$ cat config.mk
export PLATFORM = sky130hd
export DESIGN_NAME = latch_pulse_arbiter_flat
export DESIGN_NICKNAME = d
export VERILOG_FILES = /design/src/rtl/latch_pulse_arbiter_if.sv /design/src/rtl/latch_pulse_arbiter.sv /design/src/flat_wrapper.sv
export SDC_FILE = /design/constraint.sdc
export NUM_CORES = 1
export LEC_CHECK = 0
export BUFFER_PORTS_ARGS = -buffer_cell sky130_fd_sc_hd__buf_2
export CORE_ASPECT_RATIO = 1.2
export CORE_MARGIN = 5
export CORE_UTILIZATION = 49
export DETAILED_ROUTE_END_ITERATION = 7
export PLACE_DENSITY_LB_ADDON = 0.3
export SYNTH_ARGS = -nofsm -noshare
export SYNTH_HDL_FRONTEND = slang
export SYNTH_SLANG_ARGS = --single-unit
$ cat constraint.sdc
create_clock -name clk -period 2.21 [get_ports clk]
set_clock_uncertainty 0.15 [all_clocks]
set_input_delay 0 -clock clk [delete_from_list [all_inputs] [get_ports clk]]
set_output_delay 0 -clock clk [all_outputs]
set_load 0.05 [all_outputs]
$ cat src/rtl/latch_pulse_arbiter_if.sv
// Requester, latch-readback and latch-drive signals shared between the arbiter and its environment.
interface latch_pulse_arbiter_if;
  logic       req0;
  logic       req1;
  logic [1:0] sel0;
  logic [1:0] sel1;
  logic       val0;
  logic       val1;
  logic [3:0] q;
  logic       gnt0;
  logic       gnt1;
  logic       S;
  logic       R;
  logic [3:0] en;
  logic       busy;
  logic       err;

  modport master (
    output req0, req1, sel0, sel1, val0, val1, q,
    input  gnt0, gnt1, S, R, en, busy, err
  );

  modport slave (
    input  req0, req1, sel0, sel1, val0, val1, q,
    output gnt0, gnt1, S, R, en, busy, err
  );
endinterface

$ cat src/rtl/latch_pulse_arbiter.sv
// Round-robin writer of two requesters into four SR latches via a setup/pulse/hold sequence.
// All outputs registered; gnt after SETUP_CYC+PULSE_CYC+HOLD_CYC cycles, new requests ignored while busy.
module latch_pulse_arbiter #(
  parameter int unsigned SETUP_CYC = 2,
  parameter int unsigned PULSE_CYC = 2,
  parameter int unsigned HOLD_CYC  = 2
) (
  input logic                  clk,
  input logic                  rst,
  latch_pulse_arbiter_if.slave bus
);

  typedef enum logic [1:0] {IDLE, SETUP, PULSE, HOLD} state_t;

  localparam logic [7:0] SETUP_LD = 8'(SETUP_CYC - 1);
  localparam logic [7:0] PULSE_LD = 8'(PULSE_CYC - 1);
  localparam logic [7:0] HOLD_LD  = 8'(HOLD_CYC - 1);

  state_t     state, state_nxt;
  logic [7:0] cnt, cnt_nxt;
  logic [1:0] sel_q, sel_nxt;
  logic       val_q, val_nxt;
  logic       who_q, who_nxt;
  logic       last_q, last_nxt;
  logic       pick1;
  logic       done_nxt;
  logic       s_nxt, r_nxt, busy_nxt, gnt0_nxt, gnt1_nxt, err_nxt;
  logic [3:0] en_nxt;

  always_comb begin
    state_nxt = state;
    cnt_nxt   = cnt;
    sel_nxt   = sel_q;
    val_nxt   = val_q;
    who_nxt   = who_q;
    last_nxt  = last_q;
    // last_q remembers who was granted most recently; the other side wins a tie
    pick1     = bus.req1 && (!bus.req0 || !last_q);

    case (state)
      IDLE: begin
        if (bus.req0 || bus.req1) begin
          who_nxt   = pick1;
          last_nxt  = pick1;
          sel_nxt   = pick1 ? bus.sel1 : bus.sel0;
          val_nxt   = pick1 ? bus.val1 : bus.val0;
          state_nxt = SETUP;
          cnt_nxt   = SETUP_LD;
        end
      end
      SETUP: begin
        if (cnt == 8'd0) begin
          state_nxt = PULSE;
          cnt_nxt   = PULSE_LD;
        end else begin
          cnt_nxt = cnt - 8'd1;
        end
      end
      PULSE: begin
        if (cnt == 8'd0) begin
          state_nxt = HOLD;
          cnt_nxt   = HOLD_LD;
        end else begin
          cnt_nxt = cnt - 8'd1;
        end
      end
      HOLD: begin
        if (cnt == 8'd0) begin
          state_nxt = IDLE;
          cnt_nxt   = 8'd0;
        end else begin
          cnt_nxt = cnt - 8'd1;
        end
      end
      default: begin
        state_nxt = IDLE;
        cnt_nxt   = 8'd0;
      end
    endcase

    // Outputs are decoded from the next state so they register in step with it
    done_nxt = (state_nxt == HOLD) && (cnt_nxt == 8'd0);
    busy_nxt = (state_nxt != IDLE);
    s_nxt    = busy_nxt && val_nxt;
    r_nxt    = busy_nxt && !val_nxt;
    en_nxt   = (state_nxt == PULSE) ? 4'(4'b0001 << sel_nxt) : 4'b0000;
    gnt0_nxt = done_nxt && !who_nxt;
    gnt1_nxt = done_nxt && who_nxt;
    err_nxt  = done_nxt && (bus.q[sel_nxt] != val_nxt);
  end

  always_ff @(posedge clk) begin
    if (rst) begin
      state    <= IDLE;
      cnt      <= 8'd0;
      sel_q    <= 2'd0;
      val_q    <= 1'b0;
      who_q    <= 1'b0;
      last_q   <= 1'b1;
      bus.S    <= 1'b0;
      bus.R    <= 1'b0;
      bus.en   <= 4'b0000;
      bus.busy <= 1'b0;
      bus.gnt0 <= 1'b0;
      bus.gnt1 <= 1'b0;
      bus.err  <= 1'b0;
    end else begin
      state    <= state_nxt;
      cnt      <= cnt_nxt;
      sel_q    <= sel_nxt;
      val_q    <= val_nxt;
      who_q    <= who_nxt;
      last_q   <= last_nxt;
      bus.S    <= s_nxt;
      bus.R    <= r_nxt;
      bus.en   <= en_nxt;
      bus.busy <= busy_nxt;
      bus.gnt0 <= gnt0_nxt;
      bus.gnt1 <= gnt1_nxt;
      bus.err  <= err_nxt;
    end
  end

endmodule

$ cat src/flat_wrapper.sv
// flat-port wrapper written by rule: the top's interface ports become plain ports
module latch_pulse_arbiter_flat 
#(
  parameter int unsigned SETUP_CYC = 2,
  parameter int unsigned PULSE_CYC = 2,
  parameter int unsigned HOLD_CYC  = 2
)
  (clk, rst, bus_req0, bus_req1, bus_sel0, bus_sel1, bus_val0, bus_val1, bus_q, bus_gnt0, bus_gnt1, bus_S, bus_R, bus_en, bus_busy, bus_err);
  latch_pulse_arbiter_if bus_i ();
  input logic clk;
  input logic rst;
  input wire logic [$bits(bus_i.req0)-1:0] bus_req0;
  input wire logic [$bits(bus_i.req1)-1:0] bus_req1;
  input wire logic [$bits(bus_i.sel0)-1:0] bus_sel0;
  input wire logic [$bits(bus_i.sel1)-1:0] bus_sel1;
  input wire logic [$bits(bus_i.val0)-1:0] bus_val0;
  input wire logic [$bits(bus_i.val1)-1:0] bus_val1;
  input wire logic [$bits(bus_i.q)-1:0] bus_q;
  output wire logic [$bits(bus_i.gnt0)-1:0] bus_gnt0;
  output wire logic [$bits(bus_i.gnt1)-1:0] bus_gnt1;
  output wire logic [$bits(bus_i.S)-1:0] bus_S;
  output wire logic [$bits(bus_i.R)-1:0] bus_R;
  output wire logic [$bits(bus_i.en)-1:0] bus_en;
  output wire logic [$bits(bus_i.busy)-1:0] bus_busy;
  output wire logic [$bits(bus_i.err)-1:0] bus_err;
  assign bus_i.req0 = bus_req0;
  assign bus_i.req1 = bus_req1;
  assign bus_i.sel0 = bus_sel0;
  assign bus_i.sel1 = bus_sel1;
  assign bus_i.val0 = bus_val0;
  assign bus_i.val1 = bus_val1;
  assign bus_i.q = bus_q;
  assign bus_gnt0 = bus_i.gnt0;
  assign bus_gnt1 = bus_i.gnt1;
  assign bus_S = bus_i.S;
  assign bus_R = bus_i.R;
  assign bus_en = bus_i.en;
  assign bus_busy = bus_i.busy;
  assign bus_err = bus_i.err;
  latch_pulse_arbiter #(.SETUP_CYC(SETUP_CYC), .PULSE_CYC(PULSE_CYC), .HOLD_CYC(HOLD_CYC)) u_core (.clk(clk), .rst(rst), .bus(bus_i));
endmodule
==> impl_results.md, run 1 <==
* Unrepaired setup endpoints after global routing: yes
* Final setup vio count at 7
* ANT nets after route at 0
* Non-filler cells in the finished layout at 256
* Via Count at between 1000 and 1500
* Max Slew Vio Count at 0
* Cell leakage power at 0.8421 nW
* Vias in the first global route at 1376
* Avg WL per Cell at 14.20 um
* GR Overflow Total at 0
* Sw frac at about two fifths
* N_diodes at 0
* Status: complete, but fails checks
* Synthesis Warnings at 0
* 1st-iter DRT viols at 42
* Net switching power at 0.8981 mW
* Die Y at 67.69 um
* Pre-CTS WS at -0.1436 ns
* Register area at 503.0 um2
* Drt drc at 0
* Worst VDD drop at 0.6376 mV
* Failing checks: negative hold slack, negative setup slack
* WHS at -0.001726 ns
* Via-to-Cell Ratio at approximately 5.5
* Placer's final routability congestion estimate at 0.8885
* Fmax at 422.3 MHz
* Synthesized area at 0.001359 mm2
* Internal power at 1.285 mW
* H-tree levels at 1
* I/O Pins at 24
* Fillers at 215
* Hpwl dp at 2630 um
* Min Clock Period, post-route at 2.368 ns
* Avg Cell Area, Syn at 8.388 um2
* Drt total wl at roughly 3600 um
* Cell total after placement at 244
* Post-Layout Inst Area at between 0.0015 and 0.002 mm2
* Clk root buf: clkbuf_4
* Initial antenna violation count at 0
* PwrDens at 1151 mW/mm2
* Max Cap Viol at 0
* TritonRoute pass-1 iters at 4
* Clock network fraction of total power at 9.7%
* Clock Latency Late Sink at 0.32 ns
* Mapped Nets at 183
* Tot GR Track Use at between 15 and 20%
* Die ar. at 0.003930 mm2
* Clock tree buffer depth at 2
* CP required at 2.33 ns
* Syn Inst Count at around 160
* Global-route wire length before repair at 5582 um
* Post-synth cell types at 46
* Arrival @ worst endpoint at roughly 2.5 ns
* Sequential share of the synthesized area at approximately 37%
* Core Region at 0.002733 mm2
* Placed Area at 0.001730 mm2
* Rows at 21
* Final Cycle Share at 107.1%
* Crit Path Max Fanout at 3
* Min-delay worst type: in2reg
* TritonCTS Buffers at 3
* Sequential power share at 26.5%
* Initial Util at 49.73%
* Area grow syn2layout at 39.59%
* Pin count of the biggest net entering global routing at 16
* Combinational share of power at 63.9%
* Final net count at 244
* Startpoint types: flip-flop
* Multi-input gate area at 879.6 um2
* Relative slew margins at 58.99%
* Port Buffers at 23
* Clock Sinks at 25
* Synthesized flop and latch total at 25
* Final Power at about 2.2 mW
* Post-layout worst setup margin at -0.1577 ns
* CTS clk-pin slew, worst paths at around 0.14 ns
* Setup TNS at -0.7444 ns
* Worst-margin pin slew at 0.6095 ns
* Critical Setup Path Class: reg2reg
* Layout cells sized above 1 at 36.94%
* Fin. Hold Viols at 1
* CTS tree: yes
* Setup crit end kind: flip-flop
* Die W at slightly below 60 um
path summary, 6_finish.rpt:
kind | endpoint | slack (ns) | cells after the start | start
worst min register to register | u_core.who_q | 0.41 | 2 | u_core.who_q
worst max register to register | u_core.bus.en[1] | -0.16 | 8 | u_core.cnt[0]
worst min-delay path | u_core.who_q | -0.002 | 4 | bus_req0
worst max-delay path | u_core.bus.en[1] | -0.16 | 8 | u_core.cnt[0]
repair_timing:
item / in CTS / in global routing
gates resized for setup: 2 / 11
buffers inserted: 2 / 0
hold buffers: 6 / 0
endpoints found under the hold margin: 15 / 0
setup endpoints to repair: 8 / 9
pin swaps: 2 / 3
synth_stat cells, drive strengths merged:
library cell / count / share of area (%)
nor2: 26 / 7.2
dfxtp: 25 / 37
a21oi: 10 / 3.7
o21ai: 9 / 3.3
and2: 7 / 3.2
ha: 7 / 6.4
inv: 7 / 1.9
nor2b: 7 / 3.2
nand2: 6 / 1.7
nor3: 4 / 1.5
a21boi: 3 / 1.7
a22oi: 3 / 1.7
clkbuf: 3 / 0.83
nor3b: 3 / 2.4
nor4: 3 / 1.4
or2: 3 / 1.6
or3: 3 / 1.4
a211oi: 2 / 1.1
a21o: 2 / 1.2
a221o: 2 / 1.5
a32oi: 2 / 1.3
and3: 2 / 0.92
buf: 2 / 1.2
o21a: 2 / 1.1
o21bai: 2 / 1.1
or4b: 2 / 1.7
a221oi: 1 / 0.64
and3b: 1 / 0.64
mux2i: 1 / 0.74
nand2b: 1 / 0.46
nand3: 1 / 0.37
nand3b: 1 / 0.55
nand4b: 1 / 0.64
nor4b: 1 / 0.64
o2111ai: 1 / 0.64
o211a: 1 / 0.74
o22ai: 1 / 0.46
o31a: 1 / 0.64
o41ai: 1 / 0.64
or3b: 1 / 0.64
or4: 1 / 0.55
registers in the layout, summed over array words and instances (netlist names):
name,cells
u_core.who_q,1
u_core.bus.gnt1,1
u_core.bus.en,4
u_core.bus.gnt0,1
u_core.bus.err,1
u_core.bus.S,1
u_core.sel_q,2
u_core.cnt,8
u_core.last_q,1
u_core.bus.busy,1
u_core.state,2
u_core.bus.R,1
u_core.val_q,1
layout make-up:
type                            instances  share of cell area, %
Clock buffer                            3                  1.187
Tap cell                               34                  2.243
Timing Repair Buffer                   61                  21.90
Sequential cell                        25                  26.52
Inverter                                7                  1.385
Multi-Input combinational cell        125                  46.37
Clock inverter                          1                 0.3958
critical path, stage by stage, from the launching register on:
cell	delay [ns]
dfxtp_2	0.35
inv_2	0.07
ha_4	0.13
or4b_4	0.45
or4_4	0.44
o211a_4	0.17
or2_4	0.24
nor3b_2	0.18
and2_1	0.14
cell families (layout without fill, tap and decap cells):
family,count (synthesis),after routing,share of synthesized area (%)
adders and majority gates,7,7,6.445
buffers and inverters,12,72,3.959
DFF,25,25,36.83
AOI/OAI and AO/OA,43,43,21.36
and+or+nand+nor,74,74,30.66
muxes,1,1,0.7367
power by group through the flow:
stage	clock (mW)	combinational, mW	sequential (mW)
final	0.211	1.39	0.578
after floorplan	0	0.696	0.692
after detailed placement	0	1.24	0.589
after global routing	0.238	1.52	0.588
after global placement	0	1.22	0.585
after CTS	0.211	1.31	0.578
layout by cell type (no fill, tap or decap), types with 4 or more instances in the layout:
master         count
buf_4             32
nor2_1            26
buf_2             23
dfxtp_1           23
a21oi_1            9
o21ai_0            8
nor2b_1            7
and2_1             7
nand2_1            6
dlygate4sd3_1      6
inv_1              5
nor3_1             4
ha_1               4
routing by layer:
metal	track usage (%)	vias up	wire length, um
met5	0	-	0
met4	6.667	0	58
met3	2.294	6	161
met2	36.44	47	2039
met1	18.71	658	1377
li1	-	696	-
per-stage QoR:
stage	hold WS, ns	utilization (%)
after floorplan	-0.01196	-
after CTS	0.0005585	67.45
after global routing	0.04474	69.41
after global placement	0.1575	63.32
after detailed placement	0.1599	63.32
final	-0.001726	69.41
Note: power is estimated with default switching activity, not from simulation.
==> run 2: changes to the inputs <==
--- a/config.mk
+++ b/config.mk
@@ -5,11 +5,13 @@
 export SDC_FILE = /design/constraint.sdc
 export NUM_CORES = 1
 export LEC_CHECK = 0
+export ABC_AREA = 1
 export BUFFER_PORTS_ARGS = -buffer_cell sky130_fd_sc_hd__buf_2
 export CORE_ASPECT_RATIO = 1.2
 export CORE_MARGIN = 5
 export CORE_UTILIZATION = 49
 export DETAILED_ROUTE_END_ITERATION = 7
+export GPL_TIMING_DRIVEN = 0
 export PLACE_DENSITY_LB_ADDON = 0.3
 export SYNTH_ARGS = -nofsm -noshare
 export SYNTH_HDL_FRONTEND = slang
==> impl_results.md, run 2 <==
* Status: completed
* Post-CTS Setup Bufs at 0
* Initial antenna violation count at 0
* Hpwl dp at 2110 um
* Most common cell in the netlist: nand2_1
* Synthesized flop and latch total at 25
* Drt total wl at 2919 um
* Drt drc at 0
* Via Count at 1305
* Worst-margin pin slew at ~0.43 ns
* Rows at 21
* Synth Flop Type: dfxtp_1
* Max Cap Viol at 0
* Startpoint types: flip-flop
* Critical Setup Path Class: reg2reg
* Post-layout worst setup margin at 0.1244 ns
* Die ar. at 0.003973 mm2
* Final net count at 261
* Post-Layout Inst Area at between 0.0015 and 0.002 mm2
* ANT nets after route at 0
* Worst VDD drop at around 0.88 mV
* Synth async-reset ratio at 0%
* TritonCTS Buffers at 3
* Post-synth cell types at 27
* Fin. Hold Viols at 0
* Fmax at 479.5 MHz
* Leading cell types in the layout, fill and taps excluded: nand2_1, nor2_1, inv_1, buf_2, dfxtp_1
* Avg Cell Area, Syn at 6.951 um2
* Top-area cell type share of the netlist area at 36.36%
* Die Y at 68.06 um
* Global-route wire length before repair at 5147 um
* GR Overflow Total at 0
* Cell taking the most area after synthesis: dfxtp_1
* Via-to-Cell Ratio at 4.780
* Initial Util at 49.89%
* Sequential share of the synthesized area at 36.36%
* Tot GR Track Use at 16.95%
* Setup TNS at 0 ns
* Largest Register: u_core.cnt
* Most common cell after layout, fill and taps aside: nand2_1
* Final Power at about 2.5 mW
* Avg WL per Cell at 10.69 um
* Synthesis Warnings at 0
* 1st-iter DRT viols at 14
* Min Clock Period, post-route at around 2.1 ns
* Top cells by area, synth: dfxtp_1, nand2_1, nor2_1
* Number of flops mapped to enable cells by yosys at 0
* PwrDens at 1431 mW/mm2
* Mapped Nets at 219
* N_diodes at 0
* Core Util, Final at 62.13%
* Largest register FFs at 8
* Synth top cells by count: nand2_1, nor2_1, dfxtp_1
* Placer's final routability congestion estimate at 0.8008
* Layout cells sized above 1 at 21.34%
* Relative slew margins at 71.45%
* Biggest regs: u_core.cnt: 8 flops, u_core.bus.en: 4 flops
* I/O Pins at 24
* Syn Inst Count at between 150 and 200
* Max Slew Vio Count at 0
* Clock Sinks at 25
* Pin count of the biggest net entering global routing at 16
* CTS tree: yes
* Clock tree buffer depth at 2
* Pre-CTS WS at about 0.26 ns
* CP required at 2.26 ns
* Crit Path Max Fanout at 7
* Unrepaired setup endpoints after global routing: no
* CTS clk-pin slew, worst paths at 0.14 ns
* Placed Area at between 0.0015 and 0.002 mm2
* Die W at just under 60 um
* Final setup vio count at 0
* Area grow syn2layout at 24.55%
* TritonRoute pass-1 iters at 4
* Clk root buf: clkbuf_4
* Clock Latency Late Sink at 0.33 ns
* Setup crit end kind: flip-flop
* Vias in the first global route at 1280
* Final Cycle Share at 94.37%
* H-tree levels at 1
* Cell leakage power at 0.8624 nW
* Synthesized area at about 0.0014 mm2
* Port Buffers at 23
* Min-delay worst type: in2reg
* Fillers at 237
* Core Region at 0.002759 mm2
* Arrival @ worst endpoint at 2.14 ns
run 2: worst paths after layout:
check / start / to / slack, ns / depth (start not counted)
worst min register to register: u_core.last_q / u_core.last_q / 0.35 / 2
worst max-delay path: u_core.state[0] / u_core.sel_q[0] / 0.12 / 8
worst min-delay path: rst / u_core.cnt[6] / 0.34 / 3
worst max register to register: u_core.state[0] / u_core.sel_q[0] / 0.12 / 8
run 2: cells by family (layout without fill, tap and decap cells):
family / count (synthesis) / after routing / share of synthesized area, %
AO/OA/AOI/OAI: 18 / 18 / 7.455
XOR/XNOR: 3 / 3 / 1.909
adder cells (fa/ha/maj): 7 / 7 / 6.363
buffers and inverters: 29 / 70 / 8.000
flip-flops: 25 / 25 / 36.36
AND/OR/NAND/NOR: 116 / 116 / 39.91
run 2: layout make-up:
type	instances	area, um2	share of cell area [%]
Buffer	2	8.758	0.5110
Clock buffer	3	22.52	1.314
Clock inverter	1	7.507	0.4380
Inverter	27	101.3	5.912
Multi-Input combinational cell	144	770.7	44.96
Sequential cell	25	505.5	29.49
Tap cell	34	42.54	2.482
Timing Repair Buffer	37	255.2	14.89
run 2: routing by layer:
metal | up-vias | part of all wire, % | global-route usage, %
met2 | 30 | 52 | 32.12
met4 | 0 | 3.3 | 11.01
met1 | 571 | 41 | 16.32
met5 | - | 0 | 0
li1 | 696 | - | -
met3 | 8 | 3.7 | 3.585
run 2: worst max-delay path, stage by stage, from the launching register on:
cell	delay (ns)
dfxtp_4	0.38
inv_1	0.08
ha_1	0.21
inv_1	0.11
nor2_4	0.06
or2_1	0.22
nand2_2	0.10
dlygate4sd3_1	0.61
nor2_1	0.05
run 2: power by group:
group	leakage [nW]	internal [mW]	switching [mW]
sequential	0.205	0.580	0.0738
combinational	0.643	0.550	1.04
clock	0.0139	0.0693	0.137
total	0.862	1.20	1.25
run 2: timing repair:
| item | CTS | global route |
|---|---|---|
| resized for setup | 0 | 4 |
| endpoints found under the setup margin | 0 | 4 |
| hold endpoints to repair | 18 | 0 |
| hold buffers | 14 | 0 |
run 2: stage by stage:
stage	hold slack [ns]	instances
finish	0.3409	273
global route	0.3466	273
CTS	0.3501	273
detailed placement	0.1693	255
global placement	0.1620	255
floorplan	-0.08093	198
